$ cat src/rtl/exc_ctrl_if.sv
// Redirect handshake between the exception sequencer and fetch.
//   redirect_valid : sequencer has a redirect target ready
//   redirect_pc    : redirect target, held stable while valid
//   redirect_ready : fetch accepts the target
// master = exc_ctrl, slave = fetch.
interface exc_ctrl_if;
  logic        redirect_valid;
  logic [31:0] redirect_pc;
  logic        redirect_ready;

  modport master (
    output redirect_valid,
    output redirect_pc,
    input  redirect_ready
  );

  modport slave (
    input  redirect_valid,
    input  redirect_pc,
    output redirect_ready
  );
endinterface

$ cat src/rtl/exc_ctrl.sv
// exc_ctrl: exception / interrupt sequencer beside the write-back stage.
// Picks one event per cycle by fixed priority from the WB exception flags,
// eret and pending interrupts, commits it to CP0 combinationally, flushes
// the pipeline for FLUSH_CYCLES cycles, then hands the redirect target
// (EXC_VEC or EPC) to fetch over a valid/ready handshake.
//
// Ports:
//   clk, resetn            clock, async active-low reset
//   ws_*                   WB instruction state and exception flags
//   c0_*                   CP0 Status / Cause / EPC state
//   wb_*                   one-cycle CP0 commit controls
//   exc_flush, ws_block    pipeline flush and WB write suppression
//   redir (master)         redirect_valid / redirect_pc / redirect_ready
//   exc_count, int_count   event statistics (only with EXC_CTRL_STAT_EN)
//
// Optional feature macro: EXC_CTRL_STAT_EN adds saturating 16-bit counters
// of committed exceptions and of interrupts.
//
// state       | meaning
// ST_IDLE     | sampling WB; an event commits and starts the flush
// ST_FLUSH    | flush continues until FLUSH_CYCLES flush-high cycles
// ST_REDIRECT | target offered to fetch until accepted
module exc_ctrl #(
  parameter logic [31:0] EXC_VEC      = 32'hbfc00380,
  parameter int unsigned FLUSH_CYCLES = 1
) (
  input  logic        clk,
  input  logic        resetn,
  input  logic        ws_valid,
  input  logic [31:0] ws_pc,
  input  logic        ws_bd,
  input  logic [31:0] ws_data_addr,
  input  logic        ws_ex_adel_if,
  input  logic        ws_ex_ri,
  input  logic        ws_ex_ov,
  input  logic        ws_ex_sys,
  input  logic        ws_ex_bp,
  input  logic        ws_ex_adel,
  input  logic        ws_ex_ades,
  input  logic        ws_eret,
  input  logic        c0_status_ie,
  input  logic        c0_status_exl,
  input  logic [7:0]  c0_status_im,
  input  logic [7:0]  c0_cause_ip,
  input  logic [31:0] c0_epc,
  output logic        wb_ex,
  output logic        wb_eret,
  output logic [4:0]  wb_excode,
  output logic        wb_bd,
  output logic [31:0] wb_epc,
  output logic [31:0] wb_badvaddr,
  output logic        wb_badvaddr_we,
  output logic        exc_flush,
  output logic        ws_block,
  exc_ctrl_if.master  redir
`ifdef EXC_CTRL_STAT_EN
  ,
  output logic [15:0] exc_count,
  output logic [15:0] int_count
`endif
);

  typedef enum logic [1:0] {
    ST_IDLE     = 2'd0,
    ST_FLUSH    = 2'd1,
    ST_REDIRECT = 2'd2
  } state_e;

  // With a single flush cycle the entry cycle is the whole flush.
  localparam bit         ONE_CYCLE     = (FLUSH_CYCLES <= 1);
  localparam logic [3:0] FLUSH_LAST_M1 = 4'(FLUSH_CYCLES - 1);

  state_e      state_q, state_d;
  logic [3:0]  cnt_q, cnt_d;
  logic [31:0] tgt_q, tgt_d;

  logic        int_req;
  logic        take;
  logic        hit;
  logic        is_int;
  logic [4:0]  code;
  logic        bva_we;
  logic [31:0] bva;

  // Priority encoder over the candidate events.
  always_comb begin
    int_req = (|(c0_cause_ip & c0_status_im)) & c0_status_ie & ~c0_status_exl;
    // Gating with resetn keeps every output at 0 while reset is asserted.
    take    = (state_q == ST_IDLE) & ws_valid & resetn;
    hit     = 1'b1;
    is_int  = 1'b0;
    code    = 5'h00;
    bva_we  = 1'b0;
    bva     = 32'h0;
    if (int_req) begin
      is_int = 1'b1;
    end else if (ws_ex_adel_if) begin
      code   = 5'h04;
      bva_we = 1'b1;
      bva    = ws_pc;
    end else if (ws_ex_ri) begin
      code = 5'h0a;
    end else if (ws_ex_ov) begin
      code = 5'h0c;
    end else if (ws_ex_sys) begin
      code = 5'h08;
    end else if (ws_ex_bp) begin
      code = 5'h09;
    end else if (ws_ex_adel) begin
      code   = 5'h04;
      bva_we = 1'b1;
      bva    = ws_data_addr;
    end else if (ws_ex_ades) begin
      code   = 5'h05;
      bva_we = 1'b1;
      bva    = ws_data_addr;
    end else begin
      hit = 1'b0;
    end
  end

  always_ff @(posedge clk or negedge resetn) begin
    if (!resetn) begin
      state_q <= ST_IDLE;
      cnt_q   <= 4'd0;
      tgt_q   <= 32'h0;
    end else begin
      state_q <= state_d;
      cnt_q   <= cnt_d;
      tgt_q   <= tgt_d;
    end
  end

  always_comb begin
    state_d              = state_q;
    cnt_d                = cnt_q;
    tgt_d                = tgt_q;
    wb_ex                = 1'b0;
    wb_eret              = 1'b0;
    wb_excode            = 5'h00;
    wb_bd                = 1'b0;
    wb_epc               = 32'h0;
    wb_badvaddr          = 32'h0;
    wb_badvaddr_we       = 1'b0;
    exc_flush            = 1'b0;
    ws_block             = 1'b0;
    redir.redirect_valid = 1'b0;
    redir.redirect_pc    = 32'h0;

    case (state_q)
      ST_IDLE: begin
        if (take && (hit || ws_eret)) begin
          exc_flush = 1'b1;
          if (hit) begin
            // An interrupt also swallows a coincident eret.
            wb_ex          = 1'b1;
            wb_excode      = code;
            wb_bd          = ws_bd;
            wb_epc         = ws_bd ? (ws_pc - 32'd4) : ws_pc;
            wb_badvaddr    = bva;
            wb_badvaddr_we = bva_we;
            ws_block       = 1'b1;
            tgt_d          = EXC_VEC;
          end else begin
            wb_eret = 1'b1;
            tgt_d   = c0_epc;
          end
          if (ONE_CYCLE) begin
            state_d = ST_REDIRECT;
          end else begin
            state_d = ST_FLUSH;
            cnt_d   = 4'd1;
          end
        end
      end

      ST_FLUSH: begin
        exc_flush = 1'b1;
        ws_block  = 1'b1;
        if (cnt_q == FLUSH_LAST_M1) begin
          state_d = ST_REDIRECT;
          cnt_d   = 4'd0;
        end else begin
          cnt_d = cnt_q + 4'd1;
        end
      end

      ST_REDIRECT: begin
        ws_block             = 1'b1;
        redir.redirect_valid = 1'b1;
        redir.redirect_pc    = tgt_q;
        if (redir.redirect_ready) begin
          state_d = ST_IDLE;
        end
      end

      default: begin
        state_d = ST_IDLE;
        cnt_d   = 4'd0;
      end
    endcase
  end

`ifdef EXC_CTRL_STAT_EN
  logic [15:0] exc_cnt_q;
  logic [15:0] int_cnt_q;

  always_ff @(posedge clk or negedge resetn) begin
    if (!resetn) begin
      exc_cnt_q <= 16'h0;
      int_cnt_q <= 16'h0;
    end else begin
      if (wb_ex && (exc_cnt_q != 16'hffff)) begin
        exc_cnt_q <= exc_cnt_q + 16'd1;
      end
      if (wb_ex && is_int && (int_cnt_q != 16'hffff)) begin
        int_cnt_q <= int_cnt_q + 16'd1;
      end
    end
  end

  assign exc_count = exc_cnt_q;
  assign int_count = int_cnt_q;
`endif

endmodule
$ cat src/flat_wrapper.sv
// flat-port wrapper written by rule: the top's interface ports become plain ports
module exc_ctrl_flat 
#(
  parameter logic [31:0] EXC_VEC      = 32'hbfc00380,
  parameter int unsigned FLUSH_CYCLES = 1
)
  (clk, resetn, ws_valid, ws_pc, ws_bd, ws_data_addr, ws_ex_adel_if, ws_ex_ri, ws_ex_ov, ws_ex_sys, ws_ex_bp, ws_ex_adel, ws_ex_ades, ws_eret, c0_status_ie, c0_status_exl, c0_status_im, c0_cause_ip, c0_epc, wb_ex, wb_eret, wb_excode, wb_bd, wb_epc, wb_badvaddr, wb_badvaddr_we, exc_flush, ws_block, redir_redirect_valid, redir_redirect_pc, redir_redirect_ready);
  exc_ctrl_if redir_i ();
  input  logic clk;
  input  logic resetn;
  input  logic ws_valid;
  input  logic [31:0] ws_pc;
  input  logic ws_bd;
  input  logic [31:0] ws_data_addr;
  input  logic ws_ex_adel_if;
  input  logic ws_ex_ri;
  input  logic ws_ex_ov;
  input  logic ws_ex_sys;
  input  logic ws_ex_bp;
  input  logic ws_ex_adel;
  input  logic ws_ex_ades;
  input  logic ws_eret;
  input  logic c0_status_ie;
  input  logic c0_status_exl;
  input  logic [7:0] c0_status_im;
  input  logic [7:0] c0_cause_ip;
  input  logic [31:0] c0_epc;
  output logic wb_ex;
  output logic wb_eret;
  output logic [4:0] wb_excode;
  output logic wb_bd;
  output logic [31:0] wb_epc;
  output logic [31:0] wb_badvaddr;
  output logic wb_badvaddr_we;
  output logic exc_flush;
  output logic ws_block;
  output wire logic [$bits(redir_i.redirect_valid)-1:0] redir_redirect_valid;
  output wire logic [$bits(redir_i.redirect_pc)-1:0] redir_redirect_pc;
  input wire logic [$bits(redir_i.redirect_ready)-1:0] redir_redirect_ready;
  assign redir_redirect_valid = redir_i.redirect_valid;
  assign redir_redirect_pc = redir_i.redirect_pc;
  assign redir_i.redirect_ready = redir_redirect_ready;
  exc_ctrl #(.EXC_VEC(EXC_VEC), .FLUSH_CYCLES(FLUSH_CYCLES)) u_core (.clk(clk), .resetn(resetn), .ws_valid(ws_valid), .ws_pc(ws_pc), .ws_bd(ws_bd), .ws_data_addr(ws_data_addr), .ws_ex_adel_if(ws_ex_adel_if), .ws_ex_ri(ws_ex_ri), .ws_ex_ov(ws_ex_ov), .ws_ex_sys(ws_ex_sys), .ws_ex_bp(ws_ex_bp), .ws_ex_adel(ws_ex_adel), .ws_ex_ades(ws_ex_ades), .ws_eret(ws_eret), .c0_status_ie(c0_status_ie), .c0_status_exl(c0_status_exl), .c0_status_im(c0_status_im), .c0_cause_ip(c0_cause_ip), .c0_epc(c0_epc), .wb_ex(wb_ex), .wb_eret(wb_eret), .wb_excode(wb_excode), .wb_bd(wb_bd), .wb_epc(wb_epc), .wb_badvaddr(wb_badvaddr), .wb_badvaddr_we(wb_badvaddr_we), .exc_flush(exc_flush), .ws_block(ws_block), .redir(redir_i));
endmodule
$ cat config.mk
export PLATFORM = sky130hd
export DESIGN_NAME = exc_ctrl_flat
export DESIGN_NICKNAME = d
export VERILOG_FILES = /design/src/rtl/exc_ctrl_if.sv /design/src/rtl/exc_ctrl.sv /design/src/flat_wrapper.sv
export SDC_FILE = /design/constraint.sdc
export NUM_CORES = 1
export LEC_CHECK = 0
export ABC_CLOCK_PERIOD_IN_PS = 6600
export CORE_UTILIZATION = 35
export CTS_CLUSTER_DIAMETER = 40
export DETAILED_ROUTE_END_ITERATION = 16
export PLACE_DENSITY = 0.95
export SKIP_CTS_REPAIR_TIMING = 1
export SKIP_LAST_GASP = 1
export SLEW_MARGIN = 20
export SYNTH_ARGS = -nofsm -noshare
export SYNTH_HDL_FRONTEND = slang
export SYNTH_SLANG_ARGS = --single-unit
$ cat constraint.sdc
create_clock -name clk -period 6.6 [get_ports clk]
set_clock_uncertainty 0.1 [all_clocks]
set_input_delay 1.32 -clock clk [delete_from_list [all_inputs] [get_ports clk]]
set_output_delay 1.32 -clock clk [all_outputs]
set_load 0.005 [all_outputs]
# == Word-level counts from Yosys, hierarchy flattened ==
# Cells that the tools add are included.
# op_classes
add_sub_neg,2
n_eq_ne,5
muxes,64
bitwise,6
reduce_logical,9
# ops
cell,count
two-way mux 32 bit,17
two-way mux 5 bit,10
subtractor 32 x 3 -> 32 bit (second input constant),1
two-way mux 1 bit,28
bitwise AND 8 bit,1
one-hot mux 4 bit (2 select lines),1
OR reduction 8 bit,1
two-way mux 2 bit,3
one-hot mux 2 bit (3 select lines),1
adder 4 x 1 -> 4 bit (second input constant),1
bitwise AND 1 bit,4
logical NOT 4 bit,1
two-way mux 4 bit,1
!= test 2 bit (second input constant),2
one-hot mux 1 bit (2 select lines),2
OR reduction 2 bit,2
two-way mux 3 bit,1
AND reduction 3 bit,1
== test 2 x 1 -> 1 bit (second input constant),1
== test 2 bit (second input constant),1
logical NOT 2 bit,1
!= test 2 x 1 -> 1 bit (second input constant),1
AND reduction 2 bit,1
logical AND 1 bit,1
2 further kinds,2
# word_totals
ff_bits,38
inputBits,127

# == Longest topological paths before layout ==
# depth
ltp_word,12
ltp_mapped,7
ltp_nobuf,7

# == Least setup slack after synthesis ==
# Ideal clock, no wire load.
# synth_path
path_kind,input-to-output
startpoint,input ws_ex_sys
endpoint,output wb_epc[10]
t_arrival_ns,2.608
required_time_ns,5.180
slack_ns,2.572
path_stages,5
path_cell_list,or4_4 > nand3b_4 > o21ai_2 > buf_2 > nor2_1
# synth_via
elab_chain_cells,9
# synth_lines
element,line_no,source
"start, declared",flat_wrapper.sv:18,input logic ws_ex_sys;
two-way mux 1 bit (*),exc_ctrl.sv:105,end else if (ws_ex_sys) begin
two-way mux 1 bit (*),exc_ctrl.sv:103,end else if (ws_ex_ov) begin
two-way mux 1 bit (*),exc_ctrl.sv:101,end else if (ws_ex_ri) begin
two-way mux 1 bit (*),exc_ctrl.sv:97,end else if (ws_ex_adel_if) begin
two-way mux 1 bit (*),exc_ctrl.sv:95,if (int_req) begin
logical OR 1 bit,exc_ctrl.sv:152,if (take && (hit || ws_eret)) begin
logical AND 1 bit,exc_ctrl.sv:152,
two-way mux 32 bit (*),exc_ctrl.sv:152,
two-way mux 32 bit (*),exc_ctrl.sv:150,case (state_q)
"end, declared",flat_wrapper.sv:32,output logic [31:0] wb_epc;
# Mark *: on every way between the ends. The rest lies on a longest branch, timed or not.

# == Final worst setup path ==
# layout_path
startpoint,input ws_pc[2]
endpoint,output wb_epc[28]
# layout_via
elab_chain_cells,5
# layout_lines
element,line_no,source
"start, declared",flat_wrapper.sv:12,input logic [31:0] ws_pc;
subtractor 32 x 3 -> 32 bit,exc_ctrl.sv:159,wb_epc = ws_bd ? (ws_pc - 32'd4) : ws_pc;
two-way mux 32 bit,exc_ctrl.sv:159,
two-way mux 32 bit,exc_ctrl.sv:154,if (hit) begin
two-way mux 32 bit,exc_ctrl.sv:152,
two-way mux 32 bit,exc_ctrl.sv:150,
# Every way passes these cells.

==> results.md <==
- Status: finished, final reports clean
- Clock Tree Root: clkbuf_8
- Via count: about 3500
- Boundary Pins: roughly 240
- Yosys cell types: 43
- Total die area: 8400 um2
- Crit path DAT: between 4 and 5 ns
- Fin crit share: 83.7%
- Layout cells sized above 1: roughly 4.4%
- All-Layer GR Usage: 26.0%
- Reg2reg start: u_core.state_q[1]
- CTS Buf Count: 5
- Max Slew Vio Count: 0
- Number of enable flip-flop cells after synthesis: 0
- Die Wd: 91.7 um
- Most frequent cells in the layout: clkdlybuf4s50_1, nor2_1, dfrtp_1
- Antenna violation net count after detailed routing: 0
- Worst reg2reg path depth: 4
- Core area: 7770 um2
- Synth Register Bits: 33
- Relative slew slack: 42.9%
- Routed Wire Length: 11000 um
- Leakage power: ~2.1 nW
- Antenna cells: 0
- Worst Setup Start Kind: input pin
- GRT overflow: 0
- Crit path max fanout: 9
- Post-synthesis async set-or-reset flop share: 100%
- Final Power: roughly 0.65 mW
- Worst Tran Pin Value: ~0.86 ns
- Total negative slack: 0 ns
- TritonCTS clock tree: yes
- DR pass1 iterations: 4
- Antenna violations before repair: 0
- Die H: 91.7 um
- DPL Wire Length: between 8000 and 9000 um
- Multi-input gate area: ~1900 um2
- Synthesized net count: ~470
- Sequential Area: about 830 um2
- Largest net degree at the start of global routing: 37
- Synthesis Warnings: 0
- RSZ-0062 raised after global routing: no
- Mapped Cells: 341
- First-pass GRT wire length: 17300 um
- # setup viols final: 0
- H-tree Lvls: 2
- Final GP Congestion: 0.796
- Number of global-route vias before repair: 3494
- Highest ir drop seen on vdd: 0.0789 mV
- Drt via density: 5.22
- Commonest non-fill, non-tap cell in the layout: clkdlybuf4s50_1
- Power density over cell area: 121 nW/um2
- Fill count: 591
- Final hold violations: 0
- Row count: 32
- Post-route core utilization: 68.7%
- Fin crit period: 5.53 ns
- IO Port Bufs: 233
- Clock insertion delay at the later pin of the skew report: 0.28 ns
- Post-synthesis instance area: between 2000 and 3000 um2
- Maxcap violations: 0
- Crit path launch: ws_pc[2]
- Reg clk slew, reported paths: 0.07 ns
- Post-synthesis sequential area ratio: 29.3%
- Wire per inst: 16.5 um
- Clock sink count: 33
- Hold path startpoint: u_core.tgt_q[11]
- Final net count: 694
- CTS Buffer Depth: 2
- WS Path Type: input pin to output port
- Hold WC Path Type: flip-flop to flip-flop
- DRC violations left: 0
- Max Fclk: 181 MHz
- Syn_area_per_cell: 8.25 um2
- Crit. End Element: output port
- Initial DRC count: 106
- Synth Flop Type: dfrtp_1
- Hold path depth: 1
- WP data required: a little over 5 ns
- Layout area overhead: 89.6%
- Initial Utilization: 36.2%
final timing paths:
kind / endpoint / slack [ns]
worst max-delay path: wb_epc[28] / 1.07
worst min-delay path: u_core.tgt_q[11] / 0.40
worst max register to register: u_core.tgt_q[0] / 4.06
worst min register to register: u_core.tgt_q[11] / 0.40
max in group asynchronous: u_core.tgt_q[27] / 4.75
min in group asynchronous: u_core.tgt_q[11] / 1.35
Yosys cell counts (2+ instances only):
cell      instances  area [um2]
nor3b_1           3        22.5
o22a_1           10        87.6
nand3b_1          3        22.5
nand3_1           5        25.0
inv_1            10        37.5
mux2i_1          31         310
xnor2_1          22         193
o21ai_0           2        10.0
clkbuf_1          9        33.8
o22a_2            2        20.0
a22oi_1           2        15.0
or3_1             2        12.5
a21oi_1           3        15.0
and2_1           32         200
nand2_1          11        41.3
dfrtp_1          33         826
a22o_1           21         184
nor3_1           16        80.1
nand2b_1          3        18.8
xor2_1            6        52.6
nor2_1           75         282
buf_2             9        45.0
nor4_1           11        68.8
registers in the layout, indices dropped and copies added (netlist names):
signal,count
u_core.state_q,1
u_core.tgt_q,32
layer usage:
layer  vias up  GRT usage [%]  part of all wire [%]
met5         -              0                     0
met4         0           7.01                   1.8
met3        19           6.22                   8.4
met2       195           48.1                    51
met1      1649           29.6                    39
li1       1631              -                     -
layout make-up:
| cell class | count | share of cell area (%) |
|---|---|---|
| timing repair buffer | 238 | 44.3 |
| tap | 102 | 2.39 |
| inverter | 11 | 0.774 |
| sequential | 33 | 15.5 |
| multi-input combinational | 277 | 34.9 |
| clock buffer | 7 | 1.62 |
| clock inverter | 1 | 0.563 |
per-stage QoR:
stage	area (um2)	std cells	setup slack, ns	hold slack (ns)
2_1_floorplan	2810	341	2.57	0.365
3_3_place_gp	5210	661	1.27	0.380
3_5_place_dp	5210	661	1.14	0.384
4_1_cts	5330	669	1.13	0.403
5_1_grt	5340	669	0.759	0.422
6_report	5340	669	1.07	0.399
cell families (layout without fill, tap and decap cells):
family | count (synthesis) | in the layout | synth area share (%)
adder cells (fa/ha/maj) | 1 | 1 | 0.445
AND/OR/NAND/NOR | 169 | 169 | 30.6
flip-flops | 33 | 33 | 29.3
multiplexers | 31 | 31 | 11.0
buffers and inverters | 31 | 257 | 4.94
other | 1 | 1 | 0.133
AO/OA/AOI/OAI | 47 | 47 | 14.8
XOR/XNOR | 28 | 28 | 8.71
critical path, cell delays in order:
cell	delay, ns
clkdlybuf4s50_1	0.52
inv_1	0.11
ha_1	0.16
and4bb_1	0.28
nand4_1	0.40
nor4_1	0.55
xnor2_1	0.11
nor2_1	0.13
clkdlybuf4s50_1	0.52
report_power, final:
part           leakage [nW]  switching (mW)  internal [mW]
logic                  1.62          0.0898          0.151
registers             0.397         0.00801          0.204
clock network        0.0585          0.0703          0.123
Note: power is estimated with default switching activity, not from simulation.
